[config.mk]
export PLATFORM = sky130hd
export DESIGN_NAME = rv32_clint_flat
export DESIGN_NICKNAME = d
export VERILOG_FILES = /design/src/rtl/rv32_clint_pkg.sv /design/src/rtl/rv32_clint_if.sv /design/src/rtl/rv32_clint_prescaler.sv /design/src/rtl/rv32_clint.sv /design/src/flat_wrapper.sv
export SDC_FILE = /design/constraint.sdc
export NUM_CORES = 1
export LEC_CHECK = 0
export CORE_UTILIZATION = 50
export DETAILED_ROUTE_END_ITERATION = 8
export PLACE_DENSITY = 0.71
export SYNTH_ARGS = -nofsm -noshare
export SYNTH_HDL_FRONTEND = slang
export SYNTH_SLANG_ARGS = --single-unit
[constraint.sdc]
create_clock -name clk -period 6.7 [get_ports clk]
set_input_delay 2.01 -clock clk [delete_from_list [all_inputs] [get_ports clk]]
set_output_delay 2.01 -clock clk [all_outputs]
set_load 0.01 [all_outputs]
[src/rtl/rv32_clint_pkg.sv]
// Shared definitions for the core-local interruptor: register offsets,
// decoded register selector and the byte-enable merge helper.
package rv32_clint_pkg;

    localparam logic [15:0] CLINT_MSIP        = 16'h0000;
    localparam logic [15:0] CLINT_MTIMECMP_LO = 16'h4000;
    localparam logic [15:0] CLINT_MTIMECMP_HI = 16'h4004;
    localparam logic [15:0] CLINT_MTIME_LO    = 16'hBFF8;
    localparam logic [15:0] CLINT_MTIME_HI    = 16'hBFFC;

    typedef enum logic [2:0] {
        SEL_NONE,
        SEL_MSIP,
        SEL_MTIMECMP_LO,
        SEL_MTIMECMP_HI,
        SEL_MTIME_LO,
        SEL_MTIME_HI
    } reg_sel_e;

    // Merge a write into an existing word, one byte lane per enable bit.
    function automatic logic [31:0] apply_be(input logic [31:0] old,
                                             input logic [31:0] wdata,
                                             input logic [3:0]  be);
        logic [31:0] merged;
        merged = old;
        for (int unsigned i = 0; i < 4; i++) begin
            if (be[i]) begin
                merged[8*i +: 8] = wdata[8*i +: 8];
            end
        end
        return merged;
    endfunction

endpackage

[src/rtl/rv32_clint_if.sv]
// Single-cycle peripheral bus as seen by the CLINT.
interface rv32_clint_if #(
    parameter int unsigned ADDR_W = 16
) ();

    logic              bus_req;
    logic              bus_we;
    logic [ADDR_W-1:0] bus_addr;
    logic [3:0]        bus_be;
    logic [31:0]       bus_wdata;
    logic              bus_ack;
    logic [31:0]       bus_rdata;

    modport master (
        output bus_req,
        output bus_we,
        output bus_addr,
        output bus_be,
        output bus_wdata,
        input  bus_ack,
        input  bus_rdata
    );

    modport slave (
        input  bus_req,
        input  bus_we,
        input  bus_addr,
        input  bus_be,
        input  bus_wdata,
        output bus_ack,
        output bus_rdata
    );

endinterface

[src/rtl/rv32_clint_prescaler.sv]
// mtime prescaler: one tick every PRESCALE clock cycles.
module rv32_clint_prescaler #(
    parameter int unsigned PRESCALE = 1
) (
    input  logic clk,
    input  logic rst_n,
    output logic tick
);

    localparam int unsigned CNT_W = (PRESCALE > 1) ? $clog2(PRESCALE) : 1;
    localparam logic [CNT_W-1:0] RELOAD = CNT_W'(PRESCALE - 1);

    logic [CNT_W-1:0] count_q;
    logic [CNT_W-1:0] count_d;

    // Counting down from PRESCALE-1 to 0 gives the same tick phase as an
    // up-count 0..PRESCALE-1 that ticks at the top: first tick PRESCALE-1
    // cycles after reset, then every PRESCALE cycles.
    assign tick = (count_q == '0);

    // Next count: reload on tick, otherwise decrement.
    always_comb begin
        count_d = tick ? RELOAD : (count_q - 1'b1);
    end

    // Free-running counter register.
    always_ff @(posedge clk or negedge rst_n) begin
        if (!rst_n) begin
            count_q <= RELOAD;
        end else begin
            count_q <= count_d;
        end
    end

endmodule

[src/rtl/rv32_clint.sv]
// Core-local interruptor: machine timer (mtime/mtimecmp) and software
// interrupt (msip) registers behind the single-cycle peripheral bus.
module rv32_clint
    import rv32_clint_pkg::*;
#(
    parameter int unsigned PRESCALE       = 1,
    parameter int unsigned ADDR_W         = 16,
    parameter logic [63:0] RESET_MTIMECMP = 64'hFFFF_FFFF_FFFF_FFFF
) (
    input  logic              clk,
    input  logic              rst_n,
    rv32_clint_if.slave       bus,
    output logic              irq_software,
    output logic              irq_timer
);

    localparam logic [ADDR_W-1:0] A_MSIP        = ADDR_W'(CLINT_MSIP);
    localparam logic [ADDR_W-1:0] A_MTIMECMP_LO = ADDR_W'(CLINT_MTIMECMP_LO);
    localparam logic [ADDR_W-1:0] A_MTIMECMP_HI = ADDR_W'(CLINT_MTIMECMP_HI);
    localparam logic [ADDR_W-1:0] A_MTIME_LO    = ADDR_W'(CLINT_MTIME_LO);
    localparam logic [ADDR_W-1:0] A_MTIME_HI    = ADDR_W'(CLINT_MTIME_HI);

    logic        tick;
    reg_sel_e    sel;
    logic        wr_en;
    logic        rd_en;
    logic [31:0] msip_word;

    logic [63:0] mtime_q,      mtime_d;
    logic [63:0] mtimecmp_q,   mtimecmp_d;
    logic        msip_q,       msip_d;
    logic        ack_q,        ack_d;
    logic [31:0] rdata_q,      rdata_d;
    logic        irq_timer_q,  irq_timer_d;

    // Address bits [1:0] carry no information on a word-aligned bus.
    logic unused_addr_bits;
    assign unused_addr_bits = ^bus.bus_addr[1:0];

    rv32_clint_prescaler #(
        .PRESCALE (PRESCALE)
    ) u_prescaler (
        .clk   (clk),
        .rst_n (rst_n),
        .tick  (tick)
    );

    assign wr_en = bus.bus_req &  bus.bus_we;
    assign rd_en = bus.bus_req & ~bus.bus_we;

    // Word-address decode of the register map; anything else is unmapped.
    always_comb begin
        sel = SEL_NONE;
        if (bus.bus_addr[ADDR_W-1:2] == A_MSIP[ADDR_W-1:2]) begin
            sel = SEL_MSIP;
        end else if (bus.bus_addr[ADDR_W-1:2] == A_MTIMECMP_LO[ADDR_W-1:2]) begin
            sel = SEL_MTIMECMP_LO;
        end else if (bus.bus_addr[ADDR_W-1:2] == A_MTIMECMP_HI[ADDR_W-1:2]) begin
            sel = SEL_MTIMECMP_HI;
        end else if (bus.bus_addr[ADDR_W-1:2] == A_MTIME_LO[ADDR_W-1:2]) begin
            sel = SEL_MTIME_LO;
        end else if (bus.bus_addr[ADDR_W-1:2] == A_MTIME_HI[ADDR_W-1:2]) begin
            sel = SEL_MTIME_HI;
        end
    end

    // Register next-state: tick increment, overridden by any bus write.
    always_comb begin
        mtime_d    = mtime_q;
        mtimecmp_d = mtimecmp_q;
        msip_d     = msip_q;
        msip_word  = apply_be({31'b0, msip_q}, bus.bus_wdata, bus.bus_be);

        if (tick) begin
            mtime_d = mtime_q + 64'd1;
        end

        // A write to either mtime half replaces the whole next value, so the
        // tick increment (and its carry) is dropped for that cycle.
        if (wr_en) begin
            case (sel)
                SEL_MSIP:        msip_d = msip_word[0];
                SEL_MTIMECMP_LO: mtimecmp_d[31:0]  = apply_be(mtimecmp_q[31:0],
                                                              bus.bus_wdata, bus.bus_be);
                SEL_MTIMECMP_HI: mtimecmp_d[63:32] = apply_be(mtimecmp_q[63:32],
                                                              bus.bus_wdata, bus.bus_be);
                SEL_MTIME_LO:    mtime_d = {mtime_q[63:32],
                                            apply_be(mtime_q[31:0], bus.bus_wdata, bus.bus_be)};
                SEL_MTIME_HI:    mtime_d = {apply_be(mtime_q[63:32], bus.bus_wdata, bus.bus_be),
                                            mtime_q[31:0]};
                default:         ;
            endcase
        end
    end

    // Bus response next-state: ack every request, read data from current state.
    always_comb begin
        ack_d   = bus.bus_req;
        rdata_d = '0;
        if (rd_en) begin
            case (sel)
                SEL_MSIP:        rdata_d = {31'b0, msip_q};
                SEL_MTIMECMP_LO: rdata_d = mtimecmp_q[31:0];
                SEL_MTIMECMP_HI: rdata_d = mtimecmp_q[63:32];
                SEL_MTIME_LO:    rdata_d = mtime_q[31:0];
                SEL_MTIME_HI:    rdata_d = mtime_q[63:32];
                default:         rdata_d = '0;
            endcase
        end
    end

    // Timer comparator on the current register values.
    always_comb begin
        irq_timer_d = (mtime_q >= mtimecmp_q);
    end

    // State, response and interrupt registers.
    always_ff @(posedge clk or negedge rst_n) begin
        if (!rst_n) begin
            mtime_q     <= '0;
            mtimecmp_q  <= RESET_MTIMECMP;
            msip_q      <= 1'b0;
            ack_q       <= 1'b0;
            rdata_q     <= '0;
            irq_timer_q <= 1'b0;
        end else begin
            mtime_q     <= mtime_d;
            mtimecmp_q  <= mtimecmp_d;
            msip_q      <= msip_d;
            ack_q       <= ack_d;
            rdata_q     <= rdata_d;
            irq_timer_q <= irq_timer_d;
        end
    end

    assign bus.bus_ack   = ack_q;
    assign bus.bus_rdata = rdata_q;
    assign irq_software  = msip_q;
    assign irq_timer     = irq_timer_q;

endmodule
[src/flat_wrapper.sv]
// flat-port wrapper written by rule: the top's interface ports become plain ports
module rv32_clint_flat import rv32_clint_pkg::*;
#(
    parameter int unsigned PRESCALE       = 1,
    parameter int unsigned ADDR_W         = 16,
    parameter logic [63:0] RESET_MTIMECMP = 64'hFFFF_FFFF_FFFF_FFFF
)
  (clk, rst_n, irq_software, irq_timer, bus_bus_req, bus_bus_we, bus_bus_addr, bus_bus_be, bus_bus_wdata, bus_bus_ack, bus_bus_rdata);
  rv32_clint_if #(.ADDR_W(ADDR_W)) bus_i ();
  input  logic clk;
  input  logic rst_n;
  output logic irq_software;
  output logic irq_timer;
  input wire logic [$bits(bus_i.bus_req)-1:0] bus_bus_req;
  input wire logic [$bits(bus_i.bus_we)-1:0] bus_bus_we;
  input wire logic [$bits(bus_i.bus_addr)-1:0] bus_bus_addr;
  input wire logic [$bits(bus_i.bus_be)-1:0] bus_bus_be;
  input wire logic [$bits(bus_i.bus_wdata)-1:0] bus_bus_wdata;
  output wire logic [$bits(bus_i.bus_ack)-1:0] bus_bus_ack;
  output wire logic [$bits(bus_i.bus_rdata)-1:0] bus_bus_rdata;
  assign bus_i.bus_req = bus_bus_req;
  assign bus_i.bus_we = bus_bus_we;
  assign bus_i.bus_addr = bus_bus_addr;
  assign bus_i.bus_be = bus_bus_be;
  assign bus_i.bus_wdata = bus_bus_wdata;
  assign bus_bus_ack = bus_i.bus_ack;
  assign bus_bus_rdata = bus_i.bus_rdata;
  rv32_clint #(.PRESCALE(PRESCALE), .ADDR_W(ADDR_W), .RESET_MTIMECMP(RESET_MTIMECMP)) u_core (.clk(clk), .rst_n(rst_n), .bus(bus_i), .irq_software(irq_software), .irq_timer(irq_timer));
endmodule
### Yosys cells after proc, flatten, opt, wreduce, memory -nomap -nowiden

Index checks and enable logic that the tools add are counted.

* bitwise logic cells: 3
* $add $sub $neg: 2
* reduce and logical (&&, ||, !) cells: 18
* equal/unequal tests: 19
* mux-type cells: 15
* order comparisons: 1

Operators with widths (number)
* 32-bit case mux with 5 select lines: 1
* 64-bit two-way mux: 2
* 64-bit case mux with 2 select lines: 1
* 64-bit by 1-bit adder with 64-bit output (second input constant): 1
* 64-bit >= comparator: 1
* 32-bit two-way mux: 1
* 8-bit two-way mux: 4
* 14-bit by 13-bit equality test with 1-bit output (second input constant): 2
* 14-bit equality test (second input constant): 2
* 3-bit AND reduction: 9
* 3-bit != test (second input constant): 8
* 2-bit AND reduction: 8
* 3-bit two-way mux: 5
* 14-bit zero test: 1
* 3-bit by 2-bit equality test with 1-bit output (second input constant): 2
* 3-bit equality test (second input constant): 2
* 2-bit != test (second input constant): 2
* 3-bit by 1-bit equality test with 1-bit output (second input constant): 1
* 1-bit AND: 2
* 1-bit two-way mux: 1
* 1-bit inverter: 1
* 1-bit subtractor (second input constant): 1

* bits of input ports: 56
* logic and storage cells: 79
* register bits after elaboration: 164
* output and inout port bits: 35

### Longest topological paths before layout

Gate-level depths: netlist (run 1).

* depth after elaboration: 9
* mapped depth: 9
* gate-level depth less buffers: 8

### Modules after synthesis

A second synthesis (run 1) with hierarchy kept.

* cells, all modules: 1066
* area, all modules: 10054.6 um2

Modules (own cells, without submodules)
* rv32_clint: seq. area each 4159.0 um2, cells an instance 1064, area each 10043.4 um2, times used 1
* rv32_clint_prescaler: seq. area each 0.0 um2, cells an instance 2, area each 11.3 um2, times used 1

### Worst setup path after synthesis (run 1)

Ideal clock, no wire load.

* path type: input -> register
* from: input bus_bus_addr[11]
* to: register u_core.mtime_q[62]
* stages: 8
* arrival time: 3724 ps
* buffers on the path: 2
* setup slack: 2849 ps
* setup time: 126 ps
* required time: 6574 ps
* cells stage by stage: nand4_1 -> or4_4 -> buf_6 -> or3_1 -> buf_6 -> nand2_2 -> a21oi_1 -> a311o_1

* cells in the longest elaborated chain, start to end: 9
* elaborated cells on any way between the ends: 17
* those cells by class: 8 x eq/ne; 7 x mux; 2 x reduce/logical

Ends and longest elaborated chain
* start, declared: line flat_wrapper.sv:16 `input wire logic [$bits(bus_i.bus_addr)-1:0] bus_bus_addr;`
* 14-bit equality test: line rv32_clint.sv:62 `end else if (bus.bus_addr[ADDR_W-1:2] == A_MTIME_HI[ADDR_W-1:2]) begin`
* 3-bit two-way mux: line rv32_clint.sv:62
* 3-bit two-way mux: line rv32_clint.sv:60 `end else if (bus.bus_addr[ADDR_W-1:2] == A_MTIME_LO[ADDR_W-1:2]) begin`
* 3-bit two-way mux: line rv32_clint.sv:58 `end else if (bus.bus_addr[ADDR_W-1:2] == A_MTIMECMP_HI[ADDR_W-1:2]) begin`
* 3-bit two-way mux: line rv32_clint.sv:56 `end else if (bus.bus_addr[ADDR_W-1:2] == A_MTIMECMP_LO[ADDR_W-1:2]) begin`
* 3-bit two-way mux *: line rv32_clint.sv:54 `if (bus.bus_addr[ADDR_W-1:2] == A_MSIP[ADDR_W-1:2]) begin`
* 3-bit equality test: line rv32_clint.sv:81 `case (sel)`
* 64-bit case mux with 2 select lines (tied with other cells): line rv32_clint.sv:81
* 64-bit two-way mux / 2-bit AND reduction (equally long branches)
* end signal, assigned: line rv32_clint.sv:127 `mtime_q <= mtime_d;`
* end, declared: line rv32_clint.sv:29 `logic [63:0] mtime_q, mtime_d;`

Mark *: on every way between the ends. The rest lies on a longest branch, timed or not.
A chain may end at the register's enable or synchronous reset.

### Final worst setup path (run 1)

* from: input bus_bus_addr[14]
* to: register u_core.mtime_q[14]

The elaborated chain is that of the path after synthesis.

==> results of run 1 <==
-- cell usage in the layout, fill, tap and decap left out, types with 4 or more instances in the layout --
cell type	Yosys	final
a211oi_1	32	32
a21o_1	10	10
a21oi_1	91	91
a221o_1	5	5
a222oi_1	31	31
a311oi_1	12	12
a31o_2	4	4
and2_1	7	7
and3_1	28	28
and4_1	9	9
buf_4	2	14
clkbuf_16	0	17
clkdlybuf4s50_1	0	87
clkinvlp_4	0	4
dfrtp_1	99	99
dfstp_2	64	64
ha_1	65	65
inv_1	75	75
mux2_2	65	65
nand2_1	93	93
nand3_1	39	39
nand4_1	35	35
nor2_1	57	57
nor3_1	36	36
nor3b_1	6	6
nor4_1	14	14
o211ai_1	7	7
o21a_1	4	4
o21ai_0	32	32
or3_1	5	5
-- kinds of logic (layout without fill, tap and decap cells) --
family,after synthesis,count (layout),synth area share [%]
DFF,163,163,41.7
adders and majority gates,65,65,8.16
and+or+nand+nor,361,361,19.7
AOI/OAI and AO/OA,259,259,17.7
muxes,68,68,7.64
buffers and inverters,118,209,4.73
xor gates and xnor gates,4,4,0.351
-- layout make-up --
class	instances	area (um2)	share of cell area, %
Multi-Input combinational cell	757	5340	45.8
Sequential cell	163	4160	35.7
Timing Repair Buffer	102	987	8.46
Clock buffer	21	460	3.95
Tap cell	265	332	2.84
Inverter	75	282	2.41
Clock inverter	11	105	0.901
-- sequential cells by signal (all words and copies together), names as in the netlist --
signal / count
u_core.bus.bus_ack: 1
u_core.bus.bus_rdata: 32
u_core.irq_software: 1
u_core.irq_timer: 1
u_core.mtime_q: 64
u_core.mtimecmp_q: 64
-- worst reg2reg max path, cell delays in order (launching register included) --
cell       delay, ns
dfstp_2         0.54
inv_1           0.04
ha_1            0.30
a21o_1          0.19
a21o_1          0.17
a211o_1         0.27
a21o_1          0.18
a2111oi_0       0.79
o221ai_1        0.37
-- metal layers --
layer  routed length, um  global-route usage (%)  part of all wire [%]
met3                2410                    5.00                   8.2
met4                 650                    10.3                   2.2
met1               12900                    42.2                    44
met5                   0                       0                     0
met2               13400                    46.5                    46
-- through the flow --
step,utilization [%],power (mW)
6_report,59.7,2.15
5_1_grt,59.7,2.22
4_1_cts,59.7,2.16
3_5_place_dp,56.8,1.21
3_3_place_gp,56.8,1.21
2_1_floorplan,-,1.12
-- report_power, final --
part	internal, mW	total (mW)	switching [mW]
clock	0.532	0.948	0.415
sequential	1.01	1.04	0.0341
combinational	0.0711	0.161	0.0897
total	1.61	2.15	0.539
-- path summary, 6_finish.rpt --
| check | end | slack (ns) | cells after the start |
|---|---|---|---|
| worst max-delay path | u_core.mtime_q[14] | 1.79 | 7 |
| worst min-delay path | u_core.mtimecmp_q[32] | 0.50 | 2 |
| worst max register to register | u_core.irq_timer | 3.63 | 8 |
| worst min register to register | u_core.mtimecmp_q[32] | 0.50 | 2 |
| max in group asynchronous | u_core.bus.bus_rdata[28] | 3.94 | 2 |
| min in group asynchronous | u_core.mtime_q[12] | 1.64 | 1 |
==> impl_metrics.tcl, run 1 <==
set metrics [dict create \
    regToRegStartpoint "u_core.mtimecmp_q[59]" \
    cp_cell_sequence "clkdlybuf4s50_1 -> nand4b_4 -> or4_4 -> nor2_2 -> nand3_1 -> o21ai_0 -> a21oi_1" \
    synth_warnings 0 \
    core_um2 19500 \
    clock_latency_ns 0.43 \
    syn_nets 1159 \
    tns_ns 0 \
    cts_sinks 163 \
    syn_area_per_cell_um2 9.61 \
    fin_nets 1237 \
    fin_cells 1394 \
    min_from "u_core.mtimecmp_q[32]" \
    grt_max_degree 88 \
    finalWorstSetupSlack_ns 1.79 \
    area_delta_synth_final_pct 17.0 \
    clk_pin_slew_worst_paths_ns 0.07 \
    die-area_um2 20500 \
    ys_seq_area_share_pct 41.7 \
    synth_flop_cell "dfrtp_1" \
    die_h_um 143 \
    hold_viol 0 \
    min_period_ns 4.91 \
    status "completed" \
    max-slew-margin-rel_pct 26.6 \
    viasPerCell 6.44 \
    worst_slew_pin_slew_ns 1.10 \
    rows 51 \
    p_leak_nw 4.56 \
    crit_required_ns 7.00 \
    yosysMostFrequentCell "dfrtp_1" \
    drcViolationCount 0 \
    synth_commonest_cells "99 x dfrtp_1, 93 x nand2_1, 91 x a21oi_1" \
    clockRootBuffer "clkbuf_16" \
    dp_cells 1362 \
    crit_path_end_kind "flip-flop" \
    crit_path_start_kind "input pin" \
    cpPeakStageDelay_ns 0.89 \
    diodes 0 \
    synth_area_leader_cell "dfrtp_1" \
    path_buf_inv 1 \
    slew_violations 0 \
    numCtsBuffers 17 \
    crit_path_start "bus_bus_addr[14]" \
    grt_pass1_wl_mm 46.8 \
    post_cts_buffers 0 \
    setup_viol_count_final 0 \
    post_drt_wl_per_cell_um 21.1 \
    finalWirelength_mm 29.4 \
    place_congestion 0.906 \
    die_w_um 143 \
    fillers 1733 \
    fin_crit_sh_pct 73.3 \
    rsz0062_at_grt "no" \
    crit_arrival_ns 5.21 \
    cts_hold_buffers 0 \
    globalRoute.totalOverflow 0 \
    drt_iter0_drc 1085 \
    portBuffers 88 \
    maxCapViolations 0 \
    vias 8975 \
    track_usage_pct 30.0 \
    dp_slack_ns 1.53 \
    synth-seq-cells 163 \
    synth_area_leaders "dfrtp_1 25%, dfstp_2 17%, ha_1 8.2%" \
    grt_antenna_before_repair 0 \
    vdd_drop_max_mv 0.157 \
    crit_fanout 22 \
    max_freq_mhz 204 \
    worstSetupPathType "input pin to flip-flop" \
    cpMaxStageDelayCell "nor2_2" \
    whs_ns 0.496 \
    start_util_pct 51.1 \
    synth_top_area_share_pct 24.8 \
    ant_nets 0 \
    io_pins 91 \
    post_cts_resized 0 \
    ys_async_sr_fraction_pct 100 \
    placed_area_um2 11100 \
    drive_gt1_share_pct 17.5 \
    synth.distinct_cells 70 \
    hpwl_mm 20.6 \
    cts.path.max_buffers 2 \
    p_per_area_nw_per_um2 184 \
    synth_edf_count 0 \
    fin_skew_ns 0.0130 \
    fin_area_um2 11700 \
    hp-class "flip-flop to flip-flop" \
    grt_pass1_vias 8516 \
    dr.pass1.iters 7 \
    synthesis.instances 1038 \
    cp_top_family "simple AND/OR/NAND/NOR gates" \
    htreeDepth 4 \
    cts_tree "done" \
    syn_area_um2 9970 \
]
(Power assumes the default switching activity.)
==> run 2, diff against run 1 <==
- clock period: 6.7 -> 4.6 ns (I/O delays scaled with it)
==> impl_metrics.tcl, run 2 (synthesis results as in run 1) <==
set metrics [dict create \
    io_pins 91 \
    cp_top_family "simple AND/OR/NAND/NOR gates" \
    viasPerCell 6.48 \
    grt_max_degree 84 \
    grtUsageMet3_pct 6.00 \
    cpPeakStageDelay_ns 0.61 \
    crit_fanout 10 \
    crit_required_ns 4.96 \
    die-area_um2 20500 \
    die_w_um 143 \
    portBuffers 88 \
    diodes 0 \
    hold_viol 0 \
    worstSetupPathType "input pin to flip-flop" \
    htreeDepth 4 \
    globalRoute.totalOverflow 0 \
    fin_skew_ns 0.00649 \
    p_per_area_nw_per_um2 289 \
    grt_antenna_before_repair 1 \
    ant_nets 0 \
    start_util_pct 51.1 \
    p_clk_share_pct 48.9 \
    clockRootBuffer "clkbuf_16" \
    area_delta_synth_final_pct 19.3 \
    fin_cells 1404 \
    max_freq_mhz 260 \
    internal-power_mw 2.64 \
    rows 51 \
    grt_pass1_wl_mm 47.4 \
    top_usage_layer "met2" \
    hp-class "flip-flop to flip-flop" \
    vdd_drop_max_mv 0.249 \
    switching_share_pct 23.2 \
    track_usage_pct 30.6 \
    drive_gt1_share_pct 18.3 \
    fin_crit_sh_pct 83.5 \
    tns_ns 0 \
    die_h_um 143 \
    drt_iter0_drc 1093 \
    seq_power_share_pct 44.1 \
    max-slew-margin-rel_pct 43.6 \
    fillers 1690 \
    min_period_ns 3.84 \
    clock_latency_ns 0.44 \
    status "completed" \
    crit_path_end_kind "flip-flop" \
    p_leak_nw 4.68 \
    final_cell_mix "99 x dfrtp_1, 93 x nand2_1, 91 x a21oi_1, 87 x clkdlybuf4s50_1, 75 x inv_1" \
    post_cts_resized 0 \
    cts_hold_buffers 0 \
    vias 9098 \
    met2_usage_pct 47.0 \
    cp_cell_sequence "clkdlybuf4s50_1 -> nor4_1 -> nand3_1 -> nor2_1 -> and2_1 -> nand3_1 -> mux2_2" \
    slew_violations 0 \
    clk_pin_slew_worst_paths_ns 0.07 \
    post_drt_wl_per_cell_um 21.5 \
    drcViolationCount 0 \
    p_comb_share_pct 6.9 \
    cts_sinks 163 \
    cpMaxStageDelayCell "nand3_1" \
    crit_path_start_kind "input pin" \
    path_common_cell "nand3_1" \
    p_switching_mw 0.795 \
    crit_arrival_ns 4.20 \
    worst_slew_pin_slew_ns 0.825 \
    layout_commonest_cell "dfrtp_1" \
    finalWirelength_mm 30.1 \
    core_um2 19500 \
    cts.path.max_buffers 2 \
    numCtsBuffers 17 \
    dr.pass1.iters 8 \
    post-route-util_pct 60.9 \
    post_cts_buffers 0 \
    fin_nets 1247 \
    place_congestion 0.916 \
    setup_viol_count_final 0 \
    hpwl_mm 21.1 \
    grt_util_met1_pct 41.7 \
    rsz0062_at_grt "no" \
    grt_pass1_vias 8637 \
    path_buf_inv 1 \
    dp_cells 1372 \
    cts_tree "done" \
    maxCapViolations 0 \
]
-- run 2: changes by cell type in the layout (fill, tap and decap cells not counted), moves of 2 or more --
cell and delta:
buf_4 +8, clkinv_2 -2, clkinvlp_4 -2, clkinv_4 -2, buf_12 +2, bufinv_16 +5
-- run 2: final timing paths --
check                                      start                       end  slack (ns)  cells after the start
setup / recovery                bus_bus_addr[15]     u_core.mtimecmp_q[20]        0.76                      7
hold / removal             u_core.mtimecmp_q[32]     u_core.mtimecmp_q[32]        0.51                      2
setup reg to reg           u_core.mtimecmp_q[59]          u_core.irq_timer        1.53                      8
hold reg to reg            u_core.mtimecmp_q[32]     u_core.mtimecmp_q[32]        0.51                      2
max in group asynchronous                  rst_n  u_core.bus.bus_rdata[28]        2.84                      2
min in group asynchronous                  rst_n  u_core.bus.bus_rdata[12]        0.82                      1
-- run 2: area by class of cell --
class	count	area (um2)	share of cell area, %
Tap cell	265	332	2.79
Clock inverter	11	221	1.86
Sequential cell	163	4160	35.0
Inverter	75	282	2.37
Multi-Input combinational cell	757	5340	44.9
Clock buffer	21	470	3.96
Timing Repair Buffer	112	1090	9.14
-- run 2: power groups by stage --
stage | registers [mW] | clock network (mW) | logic [mW]
final | 1.51 | 1.68 | 0.238
after global routing | 1.52 | 1.74 | 0.263
after CTS | 1.51 | 1.69 | 0.238
after detailed placement | 1.54 | 0 | 0.236
after global placement | 1.53 | 0 | 0.232
after floorplan | 1.52 | 0 | 0.103
-- run 2: worst min-delay path, stage by stage (launching register included) --
cell	delay, ns
dfstp_2	0.38
nand2_1	0.05
o21ai_0	0.07
-- run 2: metal layers --
metal  vias up  wire [um]  part of all wire, %
li1       4110          -                    -
met1      4420      12600                   42
met2       473      13700                   45
met3        93       2560                  8.5
met4         2       1240                  4.1
met5         -         13                0.043
-- run 2: per-stage QoR --
stage / total power [mW] / worst slack, ns / hold WS [ns] / area [um2]
floorplan: 1.62 / 1.38 / 0.468 / 9970
global placement: 1.77 / 0.397 / 0.484 / 11200
detailed placement: 1.77 / 0.346 / 0.493 / 11200
CTS: 3.44 / 0.799 / 0.503 / 11900
global route: 3.53 / 0.576 / 0.528 / 11900
finish: 3.43 / 0.760 / 0.506 / 11900
==> patch (flow settings as in run 2) <==
`ADDR_W` is set to 16 in 3 places; all go to 15.
--- a/src/rtl/rv32_clint_if.sv
+++ b/src/rtl/rv32_clint_if.sv
@@ -1,6 +1,6 @@
 // Single-cycle peripheral bus as seen by the CLINT.
 interface rv32_clint_if #(
-    parameter int unsigned ADDR_W = 16
+    parameter int unsigned ADDR_W = 15
 ) ();
 
     logic              bus_req;
--- a/src/rtl/rv32_clint.sv
+++ b/src/rtl/rv32_clint.sv
@@ -4,7 +4,7 @@
     import rv32_clint_pkg::*;
 #(
     parameter int unsigned PRESCALE       = 1,
-    parameter int unsigned ADDR_W         = 16,
+    parameter int unsigned ADDR_W         = 15,
     parameter logic [63:0] RESET_MTIMECMP = 64'hFFFF_FFFF_FFFF_FFFF
 ) (
     input  logic              clk,
--- a/src/flat_wrapper.sv
+++ b/src/flat_wrapper.sv
@@ -2,7 +2,7 @@
 module rv32_clint_flat import rv32_clint_pkg::*;
 #(
     parameter int unsigned PRESCALE       = 1,
-    parameter int unsigned ADDR_W         = 16,
+    parameter int unsigned ADDR_W         = 15,
     parameter logic [63:0] RESET_MTIMECMP = 64'hFFFF_FFFF_FFFF_FFFF
 )
   (clk, rst_n, irq_software, irq_timer, bus_bus_req, bus_bus_we, bus_bus_addr, bus_bus_be, bus_bus_wdata, bus_bus_ack, bus_bus_rdata);
Ports: changed (resized bus_bus_addr); port bits go from 91 to 90. The function was not compared with the original's and may differ.
==> patch against run 2 <==
  * Synthesized area is 1.4% lower
  * Worst setup slack better by 0.25 ns
  * Sequential cell count stayed put
  * Critical path type unchanged
  * Utilization is 0.70 points higher
  * Sequential share of layout area is 0.53 points higher
  * Routed wire length is 7.2% lower
  * Sequential power hardly changed
  * Non-clock buffer count is 2 lower
  * Critical endpoint is now u_core.mtime_q[63]$_DFFE_PN0P_
  * Worst hold slack better by 0.00052 ns
  * Fmax is 6.8% higher
  * First-iteration DRC count is 11% lower
  * Power is 5.6% lower
  * Design area is 1.5% lower
==> patch: results (changes against run 2) <==
metric,value,unit,change
grt_max_degree,90,,+7.1%
drive_above_1_share,18.5,%,+0.15 points
grt_pass1_vias,8548,,-1.0%
drt_first_pass_iters,7,,-1
outcome,finished clean,,
place_hpwl,20.2,mm,-4.2%
numPortBuffers,87,,-1.1%
nNetsFinal,1253,,+0.48%
grtUsageTotal,29.0,%,-1.6 points
antenna_found_initial,0,,-1
grt_pass1_wl,45.2,mm,-4.7%
cp_max_fo,12,,+2
dpl_worst_slack,0.631,ns,+0.285 ns
min_path_type,reg -> reg,,
peakVddDrop,0.000273,V,+9.6%
vias,8755,,-3.8%
synth.top_cells.by_area,"dfrtp_1 (25%), dfstp_2 (17%), ha_1 (8.3%), mux2_2 (7.3%), nor2_1 (4.1%)",,
synthXorXnorAreaFrac,0.0891,%,-0.26 points
post_cts_buffers,0,,unchanged
relSlewSlack,36.3,%,-7.3 points
root_buffer,clkbuf_16,,
ys_warn_count,0,,unchanged
crit_arrival,3.90,ns,-0.30 ns
clock_latency,0.44,ns,about the same
yosysTopAreaCell,dfrtp_1,,
place.gp.congestion,0.952,,+4.0%
yosysSeqAreaShare,42.3,%,+0.59 points
synthMuxAreaShare,8.14,%,+0.50 points
synth_fa_ha_area_share,8.27,%,+0.12 points
ctsResizeCount,0,,unchanged
diodes,0,,unchanged
clkTransAtPathRegs,0.06,ns,
first_iter_violations,978,,-11%
wl_per_cell,19.9,µm,-7.4%
synth_compound_area_share,16.6,%,-1.1 points
fin_skew,0.00968,ns,+0.00319 ns
p_leak,5.01,nW,+7.0%
synth_fp_nets,1164,,+0.43%
clockBufferDepth,2,,unchanged
ys_top_cells_by_count,"nor2_1 (108), nand2_1 (102), dfrtp_1 (99)",,
synth.distinct_cells,67,,-4.3%
-- patch: cell families after synthesis --
kind of cell / count (synthesis)
AOI/OAI and AO/OA: 228
xor gates and xnor gates: 1
adders and majority gates: 65
buffers and inverters: 116
DFF: 163
muxes: 72
and+or+nand+nor: 399
-- patch: through the flow --
step	cells	util (%)	area [µm²]
CTS	1406	61.6	11700
detailed placement	1374	58.3	11100
floorplan	1044	-	9830
global route	1406	61.6	11700
finish	1406	61.6	11700
global placement	1374	58.3	11100
-- patch: final cells by class --
class                           instances  area, µm²
Multi-Input combinational cell        765       5260
Clock buffer                           21        480
Clock inverter                         11        150
Timing Repair Buffer                  110       1050
Tap cell                              260        325
Fill cell                            1623       7300
Sequential cell                       163       4160
Inverter                               76        285
-- patch: worst paths after layout --
kind                                                      endpoint  slack (ns)  cells past startpoint                               from
worst max-delay path                u_core.mtime_q[63]$_DFFE_PN0P_        1.01                      7                    bus_bus_addr[8]
worst min-delay path             u_core.mtimecmp_q[39]$_DFFE_PN1P_        0.51                      2  u_core.mtimecmp_q[39]$_DFFE_PN1P_
worst max register to register          u_core.irq_timer$_DFF_PN0_        1.51                      9      u_core.mtime_q[0]$_DFFE_PN0P_
worst min register to register   u_core.mtimecmp_q[39]$_DFFE_PN1P_        0.51                      2  u_core.mtimecmp_q[39]$_DFFE_PN1P_
max in group asynchronous         u_core.mtimecmp_q[3]$_DFFE_PN1P_        2.68                      2                              rst_n
min in group asynchronous       u_core.bus.bus_rdata[28]$_DFF_PN0_        0.99                      1                              rst_n
-- patch: worst max-delay path: stages --
cell             delay, ns
clkdlybuf4s50_1       0.49
nand4_1               0.25
nor4_4                0.85
nand3_1               0.49
nor2_1                0.21
a41oi_1               0.07
a21boi_0              0.16
-- patch: metal layers --
metal / vias to the layer above / track usage (%) / share of wire, %
met2: 345 / 45.9 / 46
met5: - / 0 / 0
li1: 4070 / - / -
met4: 0 / 12.2 / 3.2
met1: 4271 / 38.7 / 44
met3: 69 / 6.09 / 6.6
-- patch: power breakdown --
group          switching (mW)  internal, mW  total (mW)  leakage [nW]
logic                   0.111        0.0932       0.204          2.73
registers              0.0507          1.46        1.51          1.97
clock network           0.608         0.914        1.52         0.306
total                   0.769          2.47        3.24          5.01
